File: config.mk
export PLATFORM = sky130hd
export DESIGN_NAME = alu_arbiter_flat
export DESIGN_NICKNAME = d
export VERILOG_FILES = /design/src/rtl/alu_arbiter_if.sv /design/src/rtl/alu_arbiter.sv /design/src/flat_wrapper.sv
export SDC_FILE = /design/constraint.sdc
export NUM_CORES = 1
export LEC_CHECK = 0
export ABC_AREA = 1
export BUFFER_PORTS_ARGS = -buffer_cell sky130_fd_sc_hd__buf_2
export CORE_AREA = 5 5 119 121
export DETAILED_ROUTE_END_ITERATION = 8
export DIE_AREA = 0 0 124 126
export PLACE_DENSITY_LB_ADDON = 0.05
export SLEW_MARGIN = 10
export SYNTH_ARGS = -nofsm -noshare
export SYNTH_HDL_FRONTEND = slang
export SYNTH_SLANG_ARGS = --single-unit
File: constraint.sdc
create_clock -name clk -period 13.27 [get_ports clk]
set_input_delay 1.9905 -clock clk [delete_from_list [all_inputs] [get_ports clk]]
set_output_delay 1.9905 -clock clk [all_outputs]
set_load 0.05 [all_outputs]
File: src/rtl/alu_arbiter_if.sv
// alu_arbiter_if: requester, response and shared-ALU signals of alu_arbiter.
// Modports: slave = arbiter side, master = requesters plus the shared ALU.
//   req0/req1 : valid/ready operation handshake with a, b, op
//   rsp0/rsp1 : valid/ready result handshake with res, zero, ovf
//   alu_*     : operands out to the shared ALU, result and flags back in
//   busy      : arbiter not idle;  gnt_id : owner of the current operation
interface alu_arbiter_if;
    logic        req0_valid;
    logic        req0_ready;
    logic [31:0] req0_a;
    logic [31:0] req0_b;
    logic [2:0]  req0_op;
    logic        req1_valid;
    logic        req1_ready;
    logic [31:0] req1_a;
    logic [31:0] req1_b;
    logic [2:0]  req1_op;

    logic        rsp0_valid;
    logic        rsp0_ready;
    logic [31:0] rsp0_res;
    logic        rsp0_zero;
    logic        rsp0_ovf;
    logic        rsp1_valid;
    logic        rsp1_ready;
    logic [31:0] rsp1_res;
    logic        rsp1_zero;
    logic        rsp1_ovf;

    logic [31:0] alu_a;
    logic [31:0] alu_b;
    logic [2:0]  alu_op;
    logic [31:0] alu_res;
    logic        alu_zero;
    logic        alu_ovf;

    logic        busy;
    logic        gnt_id;

    modport slave (
        input  req0_valid, req0_a, req0_b, req0_op,
        input  req1_valid, req1_a, req1_b, req1_op,
        output req0_ready, req1_ready,
        output rsp0_valid, rsp0_res, rsp0_zero, rsp0_ovf,
        output rsp1_valid, rsp1_res, rsp1_zero, rsp1_ovf,
        input  rsp0_ready, rsp1_ready,
        output alu_a, alu_b, alu_op,
        input  alu_res, alu_zero, alu_ovf,
        output busy, gnt_id
    );

    modport master (
        output req0_valid, req0_a, req0_b, req0_op,
        output req1_valid, req1_a, req1_b, req1_op,
        input  req0_ready, req1_ready,
        input  rsp0_valid, rsp0_res, rsp0_zero, rsp0_ovf,
        input  rsp1_valid, rsp1_res, rsp1_zero, rsp1_ovf,
        output rsp0_ready, rsp1_ready,
        input  alu_a, alu_b, alu_op,
        output alu_res, alu_zero, alu_ovf,
        input  busy, gnt_id
    );
endinterface

File: src/rtl/alu_arbiter.sv
// alu_arbiter: shares one combinational ALU between two requesters.
// Ports: clk, rst (async, active high), bus (alu_arbiter_if.slave).
// Flow: IDLE grants and accepts, EXEC lets the ALU settle for one cycle,
// RESP holds the captured result for the owner until it is consumed.
// RR_EN=1 round-robin between requesters, RR_EN=0 req0 has priority.
module alu_arbiter #(
    parameter bit RR_EN = 1'b1
) (
    input  logic         clk,
    input  logic         rst,
    alu_arbiter_if.slave bus
);

    typedef enum logic [1:0] {
        IDLE = 2'd0,
        EXEC = 2'd1,
        RESP = 2'd2
    } state_t;

    state_t      state_q;
    state_t      state_d;

    logic        ptr_q;
    logic        gnt_q;
    logic [31:0] a_q;
    logic [31:0] b_q;
    logic [2:0]  op_q;
    logic [31:0] res_q;
    logic        zero_q;
    logic        ovf_q;

    logic        grant;
    logic        idle;
    logic        accept;
    logic        rsp_done;
    logic        ovf_op;
    logic        in_resp;
    logic [31:0] sel_a;
    logic [31:0] sel_b;
    logic [2:0]  sel_op;

    // Grant. On a tie round-robin favours whoever did not win last;
    // a lone requester always wins regardless of the pointer.
    always_comb begin
        grant = 1'b0;
        if (bus.req0_valid && bus.req1_valid) begin
            grant = RR_EN ? ~ptr_q : 1'b0;
        end else if (bus.req1_valid) begin
            grant = 1'b1;
        end
    end

    // Ready is masked during reset so nothing is offered while rst is
    // high, even before the state register is observed at IDLE.
    assign idle   = (state_q == IDLE) && !rst;
    assign bus.req0_ready = idle && bus.req0_valid && !grant;
    assign bus.req1_ready = idle && bus.req1_valid && grant;
    assign accept = bus.req0_ready || bus.req1_ready;

    assign sel_a  = grant ? bus.req1_a  : bus.req0_a;
    assign sel_b  = grant ? bus.req1_b  : bus.req0_b;
    assign sel_op = grant ? bus.req1_op : bus.req0_op;

    assign rsp_done = gnt_q ? bus.rsp1_ready : bus.rsp0_ready;

    always_ff @(posedge clk or posedge rst) begin
        if (rst) begin
            state_q <= IDLE;
        end else begin
            state_q <= state_d;
        end
    end

    always_comb begin
        state_d = state_q;
        unique case (state_q)
            IDLE: begin
                if (accept) begin
                    state_d = EXEC;
                end
            end
            EXEC: begin
                state_d = RESP;
            end
            RESP: begin
                if (rsp_done) begin
                    state_d = IDLE;
                end
            end
            default: begin
                state_d = IDLE;
            end
        endcase
    end

    // Only add and sub produce a meaningful overflow; anything the ALU
    // reports for other codes is dropped.
    assign ovf_op = (op_q == 3'b010) || (op_q == 3'b110);

    // Operand registers are only written on accept, so the ALU inputs
    // keep the last transaction's values while idle.
    always_ff @(posedge clk or posedge rst) begin
        if (rst) begin
            ptr_q  <= 1'b1;
            gnt_q  <= 1'b0;
            a_q    <= '0;
            b_q    <= '0;
            op_q   <= '0;
            res_q  <= '0;
            zero_q <= 1'b0;
            ovf_q  <= 1'b0;
        end else begin
            if (accept) begin
                ptr_q <= grant;
                gnt_q <= grant;
                a_q   <= sel_a;
                b_q   <= sel_b;
                op_q  <= sel_op;
            end
            if (state_q == EXEC) begin
                res_q  <= bus.alu_res;
                zero_q <= bus.alu_zero;
                ovf_q  <= ovf_op && bus.alu_ovf;
            end
        end
    end

    assign bus.alu_a  = a_q;
    assign bus.alu_b  = b_q;
    assign bus.alu_op = op_q;

    // Responses are steered to the owner only while in RESP; the other
    // requester's response lines stay at zero.
    assign in_resp = (state_q == RESP);

    assign bus.rsp0_valid = in_resp && !gnt_q;
    assign bus.rsp0_res   = bus.rsp0_valid ? res_q : '0;
    assign bus.rsp0_zero  = bus.rsp0_valid && zero_q;
    assign bus.rsp0_ovf   = bus.rsp0_valid && ovf_q;

    assign bus.rsp1_valid = in_resp && gnt_q;
    assign bus.rsp1_res   = bus.rsp1_valid ? res_q : '0;
    assign bus.rsp1_zero  = bus.rsp1_valid && zero_q;
    assign bus.rsp1_ovf   = bus.rsp1_valid && ovf_q;

    assign bus.busy   = (state_q != IDLE);
    assign bus.gnt_id = gnt_q;

endmodule

File: src/flat_wrapper.sv
// flat-port wrapper written by rule: the top's interface ports become plain ports
module alu_arbiter_flat 
#(
    parameter bit RR_EN = 1'b1
)
  (clk, rst, bus_req0_valid, bus_req0_a, bus_req0_b, bus_req0_op, bus_req1_valid, bus_req1_a, bus_req1_b, bus_req1_op, bus_req0_ready, bus_req1_ready, bus_rsp0_valid, bus_rsp0_res, bus_rsp0_zero, bus_rsp0_ovf, bus_rsp1_valid, bus_rsp1_res, bus_rsp1_zero, bus_rsp1_ovf, bus_rsp0_ready, bus_rsp1_ready, bus_alu_a, bus_alu_b, bus_alu_op, bus_alu_res, bus_alu_zero, bus_alu_ovf, bus_busy, bus_gnt_id);
  alu_arbiter_if bus_i ();
  input  logic clk;
  input  logic rst;
  input wire logic [$bits(bus_i.req0_valid)-1:0] bus_req0_valid;
  input wire logic [$bits(bus_i.req0_a)-1:0] bus_req0_a;
  input wire logic [$bits(bus_i.req0_b)-1:0] bus_req0_b;
  input wire logic [$bits(bus_i.req0_op)-1:0] bus_req0_op;
  input wire logic [$bits(bus_i.req1_valid)-1:0] bus_req1_valid;
  input wire logic [$bits(bus_i.req1_a)-1:0] bus_req1_a;
  input wire logic [$bits(bus_i.req1_b)-1:0] bus_req1_b;
  input wire logic [$bits(bus_i.req1_op)-1:0] bus_req1_op;
  output wire logic [$bits(bus_i.req0_ready)-1:0] bus_req0_ready;
  output wire logic [$bits(bus_i.req1_ready)-1:0] bus_req1_ready;
  output wire logic [$bits(bus_i.rsp0_valid)-1:0] bus_rsp0_valid;
  output wire logic [$bits(bus_i.rsp0_res)-1:0] bus_rsp0_res;
  output wire logic [$bits(bus_i.rsp0_zero)-1:0] bus_rsp0_zero;
  output wire logic [$bits(bus_i.rsp0_ovf)-1:0] bus_rsp0_ovf;
  output wire logic [$bits(bus_i.rsp1_valid)-1:0] bus_rsp1_valid;
  output wire logic [$bits(bus_i.rsp1_res)-1:0] bus_rsp1_res;
  output wire logic [$bits(bus_i.rsp1_zero)-1:0] bus_rsp1_zero;
  output wire logic [$bits(bus_i.rsp1_ovf)-1:0] bus_rsp1_ovf;
  input wire logic [$bits(bus_i.rsp0_ready)-1:0] bus_rsp0_ready;
  input wire logic [$bits(bus_i.rsp1_ready)-1:0] bus_rsp1_ready;
  output wire logic [$bits(bus_i.alu_a)-1:0] bus_alu_a;
  output wire logic [$bits(bus_i.alu_b)-1:0] bus_alu_b;
  output wire logic [$bits(bus_i.alu_op)-1:0] bus_alu_op;
  input wire logic [$bits(bus_i.alu_res)-1:0] bus_alu_res;
  input wire logic [$bits(bus_i.alu_zero)-1:0] bus_alu_zero;
  input wire logic [$bits(bus_i.alu_ovf)-1:0] bus_alu_ovf;
  output wire logic [$bits(bus_i.busy)-1:0] bus_busy;
  output wire logic [$bits(bus_i.gnt_id)-1:0] bus_gnt_id;
  assign bus_i.req0_valid = bus_req0_valid;
  assign bus_i.req0_a = bus_req0_a;
  assign bus_i.req0_b = bus_req0_b;
  assign bus_i.req0_op = bus_req0_op;
  assign bus_i.req1_valid = bus_req1_valid;
  assign bus_i.req1_a = bus_req1_a;
  assign bus_i.req1_b = bus_req1_b;
  assign bus_i.req1_op = bus_req1_op;
  assign bus_req0_ready = bus_i.req0_ready;
  assign bus_req1_ready = bus_i.req1_ready;
  assign bus_rsp0_valid = bus_i.rsp0_valid;
  assign bus_rsp0_res = bus_i.rsp0_res;
  assign bus_rsp0_zero = bus_i.rsp0_zero;
  assign bus_rsp0_ovf = bus_i.rsp0_ovf;
  assign bus_rsp1_valid = bus_i.rsp1_valid;
  assign bus_rsp1_res = bus_i.rsp1_res;
  assign bus_rsp1_zero = bus_i.rsp1_zero;
  assign bus_rsp1_ovf = bus_i.rsp1_ovf;
  assign bus_i.rsp0_ready = bus_rsp0_ready;
  assign bus_i.rsp1_ready = bus_rsp1_ready;
  assign bus_alu_a = bus_i.alu_a;
  assign bus_alu_b = bus_i.alu_b;
  assign bus_alu_op = bus_i.alu_op;
  assign bus_i.alu_res = bus_alu_res;
  assign bus_i.alu_zero = bus_alu_zero;
  assign bus_i.alu_ovf = bus_alu_ovf;
  assign bus_busy = bus_i.busy;
  assign bus_gnt_id = bus_i.gnt_id;
  alu_arbiter #(.RR_EN(RR_EN)) u_core (.clk(clk), .rst(rst), .bus(bus_i));
endmodule
======== Word-level counts from Yosys, hierarchy flattened ========
Cells that the tools add are included.
storage, ports and cells
  register bits after elaboration ......... 105
  latch bits .............................. 0
  RAM bits ................................ 0
  bits in read-only memories .............. 0
  bits of input ports ..................... 174
  output and inout bits ................... 141
  memories ................................ 0
cells by class
  $add $sub $neg .......................... 0
  multipliers ............................. 0
  divide/modulo/power cells ............... 0
  magnitude comparators ................... 0
  equality and inequality tests ........... 6
  shift operators ......................... 0
  muxes and demuxes ....................... 11
  bitwise operators ....................... 1
  reduce and logical (&&, ||, !) cells .... 21
operators with widths
  operator              count
  $mux W32              4
  $logic_and A1 B1 Y1   13
  $pmux W2 S3           1
  $mux W2               2
  $ne A2 B1 Y1 const B  2
  $eq A3 B2 Y1 const B  1
  $eq A3 B3 Y1 const B  1
  $logic_not A1 Y1      3
  $mux W1               3
  $mux W3               1
  $eq A2 B1 Y1 const B  1
  $eq A2 B2 Y1 const B  1
  $logic_not A2 Y1      1
  $logic_or A1 B1 Y1    2
  $reduce_and A2 Y1     1
  $reduce_bool A2 Y1    1
  $not A1 Y1            1

======== Logic depth before layout (Yosys ltp) ========
  depth in word-level cells ............... 7
  mapped depth ............................ 8
  mapped depth without buffers ............ 6

======== Worst setup path after synthesis ========
OpenSTA, ideal clock, no wires.
  path kind ............................... input port to output port
  start point ............................. in rst
  end point ............................... out bus_req0_ready
  arrival time ............................ 5.732 ns
  slack ................................... 5.548 ns
  stages on the path ...................... 4
  path buffers ............................ 1
  path through ............................ inv_1 nand3_1 clkbuf_1 nor2_1
between the ends
  longest elaborated chain between the ends .. 4
ends and longest elaborated chain
  item                               line                text
  from (decl)                        flat_wrapper.sv:9   input logic rst;
  $logic_not A1 Y1                   alu_arbiter.sv:55   assign idle = (state_q == IDLE) && !rst;
  $logic_and A1 B1 Y1                alu_arbiter.sv:55
  $logic_and A1 B1 Y1 (2 in series)  alu_arbiter.sv:56   assign bus.req0_ready = idle && bus.req0_valid && !grant;
  to (decl)                          flat_wrapper.sv:18  output wire logic [$bits(bus_i.req0_ready)-1:0] bus_req0_ready;
Every way passes these cells.

======== Final worst setup path ========
  start point ............................. in bus_req0_valid
  end point ............................... out bus_req1_ready
between the ends
  longest elaborated chain between the ends .. 3
ends and longest elaborated chain
  item                 line                text
  from (decl)          flat_wrapper.sv:10  input wire logic [$bits(bus_i.req0_valid)-1:0] bus_req0_valid;
  $logic_and A1 B1 Y1  alu_arbiter.sv:46   if (bus.req0_valid && bus.req1_valid) begin
  $mux W1              alu_arbiter.sv:46
  $logic_and A1 B1 Y1  alu_arbiter.sv:57   assign bus.req1_ready = idle && bus.req1_valid && grant;
  to (decl)            flat_wrapper.sv:19  output wire logic [$bits(bus_i.req1_ready)-1:0] bus_req1_ready;
Every way passes these cells.

==> flow_summary.toml <==
[logic_synthesis]
synth-seq-area-share_pct = 48.80
yosysUniqueCellTypes = 18
yosysWarnings = 0
synth_top_area_share_pct = 48.32
synthTopCellsByArea = "dfrtp_1 (48%), nand2_1 (19%), nand3_1 (13%), nor2_1 (7.3%), a21oi_1 (3.1%)"
syn_area_sq_um = 5386
synthCells = 763
synth_largest_area_cell = "dfrtp_1"
syn_area_per_cell_sq_um = 7.060
synth-seq-cells = 105
syn-num-nets = 937

[timing]
finClkSkew_ns = 0.002744
fmaxAchievable_mhz = 165.5
layout_setup_ws_ns = 7.229
slew_violations = 0
worst_pin_slew_ns = 1.215
setup_tns_ns = 0
hold_violations = 0
rsz0062_at_grt = "false"
finalSetupViolCount = 0
period_needed_ns = 6.041
fin_crit_sh_pct = 45.52
whs_ns = 0.4884
max_slew_margin_pct = 18.99

[setup_path]
path_buf_inv = 5
path_delay_family = "buffers and inverters"
crit_start = "bus_req0_valid"
cp-end-kind = "output pin"
critPathCapture = "bus_req1_ready"
cp.arrival_ns = 4.05
crit_path_frequent_cell = "nand2_2"
worst-path-max-fanout = 70
worst_ep_required_time_ns = 11.28
r2r-end = "u_core.bus.alu_b[25]"
worstSetupPathType = "primary input to output pin"
startpoint_type = "primary input"
slowest_stage = "nand2_2"
rr_worst_depth = 7
cpPeakStageDelay_ns = 0.66
reg2reg_from = "u_core.ptr_q"
cp_num_cells = 8
reg2reg_slack_ns = 10.44
path_cells = "buf_2 -> nand2_2 -> nand2_2 -> inv_1 -> nand2_2 -> buf_4 -> inv_1 -> buf_2"

[min_path]
hold_path_class = "flop to flop"

[final_layout]
final_common_cell = "buf_2"
multi_input_area_sq_um = 2345
final_cell_area_sq_um = 7242
final_cell_mix = "buf_2 (314), nand2_1 (277), nand3_1 (135)"
drive_gt1_share_pct = 32.88
nets = 1213
final-seq-area_sq_um = 2629
fillers = 1317
areaGrowthSynthToFinish_pct = 34.45

[outcome]
outcome = "complete, no violations"

[detailed_routing]
ant_nets = 0
vias = 5647
routedWlPerCell_um = 14.21
dr.first_iter.drc_count = 326
drt_wl_total_um = 17300
drt-vias-per-instance = 4.640
drtPass1Iterations = 4
drcViolationCount = 0

[clocking]
h-tree-depth = 3
clk_latency_ns = 0.33
root_buffer = "clkbuf_16"
clkTransAtPathRegs_ns = 0.06
cts.sinks = 105
postCtsSetupRepairBufs = 0
cts_buffer_depth = 2
ctsHoldBuffers = 0
post_cts_resize_count = 0
cts_tree = "built"
cts_inserted_buffers = 9

[floorplan]
die_w_um = 124
ios = 315
die_y_um = 126
dieArea_sq_um = 15620
core_sq_um = 12980
start_util_pct = 41.50
fp-row-count = 42

[global_route]
antenna_found_initial = 1
overflow = 0
grt_pass1_wl_um = 26780
grt_pass1_vias = 5269
groute.usage.overall_pct = 21.45
grt_max_degree = 71

[run]
cap_violations = 0

[power]
ir_drop_mv = 0.1198
power_leakage_nw = 4.579
fin_total_pwr_mw = 1.969
powerDensity_nw_per_um2 = 271.9

[place]
dp_hpwl_um = 12740
place_worst_setup_slack_ns = 7.129
placed_cell_area_sq_um = 6982
gp_congestion = 0.7857
portBuffers = 314
[per-stage QoR]
step	utilization (%)	std cells
3_5_place_dp	53.79	1204
2_1_floorplan	-	763
5_1_grt	55.79	1217
3_3_place_gp	53.79	1204
6_report	55.79	1217
4_1_cts	55.77	1216
[per-layer routing]
metal  share of wire, %  wire length [um]  GRT usage [%]  vias up
li1                   -                 -              -     2924
met1                 41              7024          27.33     2502
met2                 49              8471          36.49      205
met3                8.8              1523          4.574       16
met4                1.6               275          6.314        0
met5                  0                 0              0        -
[registers in the layout, indices dropped and copies added, names as in the netlist]
| signal | count |
|---|---|
| u_core.bus.alu_a | 32 |
| u_core.zero_q | 1 |
| u_core.state_q | 2 |
| u_core.res_q | 32 |
| u_core.bus.alu_op | 3 |
| u_core.bus.alu_b | 32 |
| u_core.ovf_q | 1 |
| u_core.ptr_q | 1 |
| u_core.bus.gnt_id | 1 |
[layout make-up]
cell class,count,area share (%)
Tap cell,176,3.041
Antenna cell,1,0.03455
Sequential cell,105,36.30
Timing Repair Buffer,321,22.43
Clock buffer,11,3.490
Inverter,43,2.263
Multi-Input combinational cell,559,32.38
Clock inverter,1,0.06911
[worst min-delay path by stage]
stage | start | end | cells after the start
after floorplan | u_core.ptr_q | u_core.ptr_q | 2
after global placement | u_core.ovf_q | u_core.ovf_q | 2
after detailed placement | u_core.bus.alu_a[3] | u_core.bus.alu_a[3] | 2
after CTS | u_core.bus.alu_a[3] | u_core.bus.alu_a[3] | 2
after global routing | u_core.ptr_q | u_core.ptr_q | 2
final | u_core.ptr_q | u_core.ptr_q | 2
[synth_stat cells, drive strengths merged]
library cell and n:
nor2 105, a21oi 34, dfrtp 104, dfstp 1, o21ai 1, buf 34
clkbuf 22, nand4 1, inv 43, nand3 136, o211ai 1, nand2 281
[power by group]
| group | switching (mW) | internal [mW] | leakage [nW] |
|---|---|---|---|
| registers | 0.0738 | 0.481 | 1.27 |
| clock network | 0.104 | 0.133 | 0.129 |
| logic | 0.932 | 0.246 | 3.18 |
[logic make-up after synthesis]
family | after synthesis | synth area share, %
AO/OA/AOI/OAI | 36 | 3.461
buffers and inverters | 99 | 7.990
flip-flops | 105 | 48.80
AND/OR/NAND/NOR | 523 | 39.74
[tightest hold or removal path, stage by stage, from the launching register on]
cell,delay (ns)
dfstp_2,0.38
nand2_1,0.06
nand2_1,0.05
Power figures use the tool's default switching activity.
